<file path="config.mk">
export PLATFORM = sky130hd
export DESIGN_NAME = apb_slave_regs
export DESIGN_NICKNAME = d
export VERILOG_FILES = /design/src/rtl/apb_slave_regs.sv
export SDC_FILE = /design/constraint.sdc
export NUM_CORES = 1
export LEC_CHECK = 0
export CORE_MARGIN = 2
export CORE_UTILIZATION = 40
export CTS_CLUSTER_SIZE = 20
export DETAILED_ROUTE_END_ITERATION = 8
export GPL_TIMING_DRIVEN = 0
export PLACE_DENSITY = 0.65
export REMOVE_ABC_BUFFERS = 1
export SLEW_MARGIN = 20
export SYNTH_ARGS = -nofsm -noshare
export SYNTH_HDL_FRONTEND = slang
export SYNTH_SLANG_ARGS = --single-unit
</file>
<file path="constraint.sdc">
create_clock -name clk -period 21.4 [get_ports clk]
set_input_delay 6.42 -clock clk [delete_from_list [all_inputs] [get_ports clk]]
set_output_delay 6.42 -clock clk [all_outputs]
set_load 0.01 [all_outputs]
</file>
<file path="src/rtl/apb_slave_regs.sv">
// APB register slave: REG_NUM-1 RW words plus a read-only transfer counter.
// Define APB_WSTRB_EN to add the pstrb port and byte-lane write masking.
module apb_slave_regs #(
  parameter int DATA_WIDTH  = 32,
  parameter int ADDR_WIDTH  = 8,
  parameter int REG_NUM     = 16,
  parameter int WAIT_CYCLES = 0
) (
  input  logic                    clk,
  input  logic                    rst,
  input  logic                    psel,
  input  logic                    penable,
  input  logic                    pwrite,
  input  logic [ADDR_WIDTH-1:0]   paddr,
  input  logic [DATA_WIDTH-1:0]   pwdata,
`ifdef APB_WSTRB_EN
  input  logic [DATA_WIDTH/8-1:0] pstrb,
`endif
  output logic [DATA_WIDTH-1:0]   prdata,
  output logic                    pready,
  output logic                    pslverr
);

  localparam int NB   = DATA_WIDTH / 8;
  localparam int IW   = ADDR_WIDTH - 2;
  localparam int LAST = REG_NUM - 1;

  typedef enum logic {
    IDLE,
    ACCESS
  } state_e;

  state_e state_q, state_d;
  logic [3:0] wait_q, wait_d;
  logic [REG_NUM-2:0][DATA_WIDTH-1:0] regs_q, regs_d;
  logic [DATA_WIDTH-1:0] cnt_q, cnt_d;

  logic [IW-1:0]         idx;
  logic                  err;
  logic                  wr_en;
  logic [NB-1:0]         strb;
  logic [DATA_WIDTH-1:0] rsel;

  assign idx = paddr[ADDR_WIDTH-1:2];

`ifdef APB_WSTRB_EN
  assign strb = pstrb;
`else
  assign strb = '1;
`endif

  // The counter word is readable but never writable.
  assign err = (paddr[1:0] != 2'b00)
            || (32'(idx) >= REG_NUM)
            || (pwrite && (32'(idx) == LAST));

  always_comb begin
    state_d = state_q;
    wait_d  = wait_q;
    pready  = 1'b0;
    unique case (state_q)
      IDLE: begin
        if (psel && !penable) begin
          state_d = ACCESS;
          wait_d  = 4'(WAIT_CYCLES);
        end
      end
      ACCESS: begin
        if (wait_q != 4'd0) wait_d = wait_q - 4'd1;
        if (!(psel && penable)) begin
          state_d = IDLE;
        end else if (wait_q == 4'd0) begin
          pready  = 1'b1;
          state_d = IDLE;
        end
      end
      default: state_d = IDLE;
    endcase
  end

  assign pslverr = pready & err;
  assign wr_en   = pready & pwrite & ~err;

  always_comb begin
    rsel = '0;
    if (32'(idx) == LAST) rsel = cnt_q;
    for (int i = 0; i < LAST; i++) begin
      if (32'(idx) == i) rsel = regs_q[i];
    end
  end

  assign prdata = (pready && !pwrite && !err) ? rsel : '0;

  always_comb begin
    regs_d = regs_q;
    if (wr_en) begin
      for (int i = 0; i < LAST; i++) begin
        for (int b = 0; b < NB; b++) begin
          if ((32'(idx) == i) && strb[b])
            regs_d[i][8*b +: 8] = pwdata[8*b +: 8];
        end
      end
    end
  end

  // Error transfers still count; the read path sees the old value.
  assign cnt_d = pready ? cnt_q + DATA_WIDTH'(1) : cnt_q;

  always_ff @(posedge clk or posedge rst) begin
    if (rst) begin
      state_q <= IDLE;
      wait_q  <= '0;
      regs_q  <= '0;
      cnt_q   <= '0;
    end else begin
      state_q <= state_d;
      wait_q  <= wait_d;
      regs_q  <= regs_d;
      cnt_q   <= cnt_d;
    end
  end

endmodule
</file>
==> run metrics <==
outcome=finished, final reports clean; worst setup path endpoint=prdata[24]; Clock Root Buffer=sky130_fd_sc_hd__clkbuf_16; Setup Crit Path Kind=in -> out; Avg Synthesized Cell Area=12.7 sq um; final number of setup-violating endpoints=0; routed length on met3=between 3 and 4 mm; Hold WS=478 ps; total iterations of the first detailed-routing run=5; largest vdd supply drop=between 0.00006 and 0.00007 V; Mapped Cells=1,868; register-to-register path setup slack=~17,000 ps; chain of cells forming the critical path=clkdlybuf4s50_1 > nand4bb_1 > nor2_4 > nand2_1 > a21oi_1 > o21ai_0 > a221oi_1 > clkdlybuf4s50_1; Skew-Pair Late Insertion Delay=roughly 600 ps; capturing point of the worst reg2reg path=regs_q[247]$_DFFE_PP0P_; final std cells w/o fill=2,706; average routed wire per standard cell=approximately 24 um; final standard cell area without fillers=27,800 sq um; register bit count reported by yosys=517; count of boundary I/O pins=79; Max transition margin=roughly 26%; required time of the critical path=14,980 ps; crit-path leading delay family=simple AND/OR/NAND/NOR gates; maximum number of pins on one net before global-route repair=between 100 and 150; initial core utilization=40.4%; fmax=~59 MHz; Highest Signal Layer=met4; cell area after synthesis=23,800 sq um; final clock skew=16.7 ps; Post-synth EDFFs=0; Tightest Pin Transition=1110 ps; Max Cap Violations=0; most frequently used flop master after synthesis=sky130_fd_sc_hd__dfrtp_1; final wirelength=between 60 and 70 mm; TritonCTS clock tree=built; number of placed instances with taps included=~2,600; clock buffer count from CTS=54; CTS max path bufs=3; layout cells sized above 1=about a fifth; number of slew-limit violations in the final report=0; beginning of the worst register-to-register path=wait_q[0]$_DFFE_PP0P_; half-perimeter wire length after placement=between 40 and 50 mm; slowest cell delay on critical path=920 ps; sort of element at the end of the critical path=output pin; minimum period implied by the final worst setup slack=between 15,000 and 20,000 ps; leakage power figure=13.3 nW; total gr overflow=0; GR Util All Layers=21.4%; Crit path buffers/inverters=2; final worst-path cycle share=78.9%; antenna cells=0; violation count after the first detailed-route iteration=between 1,000 and 1,500; number of cells on the critical path=8; first-pass GRT wire length=roughly 100 mm; cells resized by post-CTS repair=0; class of the tightest hold or removal check=reg -> reg; cts hold-fix bufs=0; Port-buffer cells=78; net count of the finished layout=1,938; synth-to-layout area growth=16.7%; met2 layer wire length in the routed design=32.0 mm; warnings from Yosys=0; top fanout value on the critical path=34; CTS H-tree depth=2; cell count of the worst reg-to-reg path=9; RSZ-0062 raised after global routing=false; placed instance area=about 26,000 sq um; sequential fraction of the synthesis area=between 50 and 60%; Post-route DRC=0; final setup TNS=0 ps; worst path arrival time=10,470 ps; Core Footprint=about 60,000 sq um; register clock-pin slew on the reported worst setup and hold paths=about 60 ps; initial antenna violation count=0; Yosys cell types=65; CTS Sinks=517; Hold Vio Cnt, Final=0; worst-path cell with the longest stage delay=sky130_fd_sc_hd__nor2_4; cell seen most often among critical-path stages=sky130_fd_sc_hd__clkdlybuf4s50_1; floorplan die height=between 200 and 250 um; width of the die=248 um; source of the critical timing path=paddr[4]; Die Outline Area=61,500 sq um; number of placement rows=89; number of setup buffers added after CTS=0; critical path startpoint category=primary input; WL met1=about 28 mm; asr flop ratio synth=100%; antenna viol nets, final=0; number of vias per cell after detailed routing=between 5 and 6; pwr dens=72.3 nW/um^2; vias in the first global route=16,551; final weighted congestion of routability-driven global placement=approximately 0.78; total via count after detailed routing=16,053
[placed cells by master (no fill, tap or decap), types with 10 or more instances in the layout]
master                            synthesis  routed
sky130_fd_sc_hd__dfrtp_1                517     517
sky130_fd_sc_hd__mux2_1                 307     307
sky130_fd_sc_hd__mux2_2                 177     177
sky130_fd_sc_hd__nand2_1                109     104
sky130_fd_sc_hd__clkdlybuf4s50_1          0      76
sky130_fd_sc_hd__a22oi_1                 67      67
sky130_fd_sc_hd__nand3_1                 58      57
sky130_fd_sc_hd__clkbuf_16                0      55
sky130_fd_sc_hd__o21ai_0                 53      53
sky130_fd_sc_hd__o221ai_1                53      53
sky130_fd_sc_hd__a21oi_1                 44      44
sky130_fd_sc_hd__a221oi_1                38      38
sky130_fd_sc_hd__buf_16                   0      31
sky130_fd_sc_hd__nor2_1                  33      29
sky130_fd_sc_hd__xnor2_1                 27      27
sky130_fd_sc_hd__nor2_4                   6      25
sky130_fd_sc_hd__a31oi_1                 24      24
sky130_fd_sc_hd__and3_1                  24      24
sky130_fd_sc_hd__o211ai_1                24      24
sky130_fd_sc_hd__clkbuf_8                 0      15
sky130_fd_sc_hd__clkbuf_1                77      14
sky130_fd_sc_hd__nand4_1                 13      13
sky130_fd_sc_hd__o22ai_1                 12      12
sky130_fd_sc_hd__a222oi_1                10      10
sky130_fd_sc_hd__clkinv_2                 0      10
sky130_fd_sc_hd__buf_8                    1      10
[cell usage after synthesis (15+ instances only)]
cell type,count,area (sq um)
sky130_fd_sc_hd__a21oi_1,44,220
sky130_fd_sc_hd__a221oi_1,38,333
sky130_fd_sc_hd__a22oi_1,67,503
sky130_fd_sc_hd__a31oi_1,24,150
sky130_fd_sc_hd__and3_1,24,150
sky130_fd_sc_hd__buf_2,33,165
sky130_fd_sc_hd__buf_4,46,345
sky130_fd_sc_hd__clkbuf_1,77,289
sky130_fd_sc_hd__dfrtp_1,517,12900
sky130_fd_sc_hd__mux2_1,307,3460
sky130_fd_sc_hd__mux2_2,177,1990
sky130_fd_sc_hd__nand2_1,109,409
sky130_fd_sc_hd__nand3_1,58,290
sky130_fd_sc_hd__nor2_1,33,124
sky130_fd_sc_hd__nor2_2,15,93.8
sky130_fd_sc_hd__o211ai_1,24,180
sky130_fd_sc_hd__o21ai_0,53,265
sky130_fd_sc_hd__o221ai_1,53,464
sky130_fd_sc_hd__xnor2_1,27,236
[state kept, by name, summed over array words and instances, names as in the netlist]
signal,cells
regs_q,480
cnt_q,32
state_q,1
wait_q,4
[per-layer routing]
metal	up-vias	track usage, %
li1	7024	-
met1	8449	28.6
met2	448	35.9
met3	132	3.42
met4	0	6.34
met5	-	0
[through the flow]
step / utilization, % / total power [mW] / worst slack, ps
after floorplan: - / 1.05 / 538
after global placement: 42.0 / 1.09 / -4710
after detailed placement: 44.1 / 1.10 / 4330
after CTS: 47.1 / 2.03 / 4310
after global routing: 47.2 / 2.08 / 4280
final: 47.2 / 2.01 / 4510
[worst min-delay path by stage]
stage	start	end	slack, ps	cells after the start
floorplan	cnt_q[31]$_DFFE_PP0P_	cnt_q[31]$_DFFE_PP0P_	440	1
global placement	regs_q[301]$_DFFE_PP0P_	regs_q[301]$_DFFE_PP0P_	460	1
detailed placement	regs_q[290]$_DFFE_PP0P_	regs_q[290]$_DFFE_PP0P_	470	1
CTS	cnt_q[31]$_DFFE_PP0P_	cnt_q[31]$_DFFE_PP0P_	470	1
global route	cnt_q[31]$_DFFE_PP0P_	cnt_q[31]$_DFFE_PP0P_	480	1
finish	regs_q[300]$_DFFE_PP0P_	regs_q[300]$_DFFE_PP0P_	480	1
[layout make-up]
| type | count | area, sq um |
|---|---|---|
| inverter | 6 | 30.0 |
| clock inverter | 15 | 138 |
| clock buffer | 84 | 1640 |
| sequential | 517 | 12900 |
| multi-input combinational | 1185 | 10200 |
| tap | 773 | 967 |
| timing repair buffer | 126 | 1900 |
| fill | 5088 | 31100 |
[kinds of logic (layout without fill, tap and decap cells)]
kind of cell / count (synthesis) / count (layout) / share of synthesized area [%]
buf+inv: 166 / 231 / 3.63
mux: 485 / 485 / 22.9
fa+ha+maj: 3 / 3 / 0.158
simple gates: 308 / 308 / 6.98
flops: 517 / 517 / 54.3
compound gates: 355 / 355 / 10.7
xor+xnor: 34 / 34 / 1.25
[report_power, final]
| group | internal [mW] | switching (mW) |
|---|---|---|
| combinational | 0.0257 | 0.0601 |
| sequential | 0.984 | 0.00716 |
| clock | 0.548 | 0.385 |
[worst register-to-register path, stage by stage, from the launching register on]
cell                       delay [ps]
sky130_fd_sc_hd__dfrtp_1          400
sky130_fd_sc_hd__inv_1             90
sky130_fd_sc_hd__ha_1             160
sky130_fd_sc_hd__nor3b_1          200
sky130_fd_sc_hd__and4_1           770
sky130_fd_sc_hd__nand4b_4         660
sky130_fd_sc_hd__nor3_4           930
sky130_fd_sc_hd__buf_16           230
sky130_fd_sc_hd__buf_8            170
sky130_fd_sc_hd__mux2_2           350
Power figures use the tool's default switching activity.
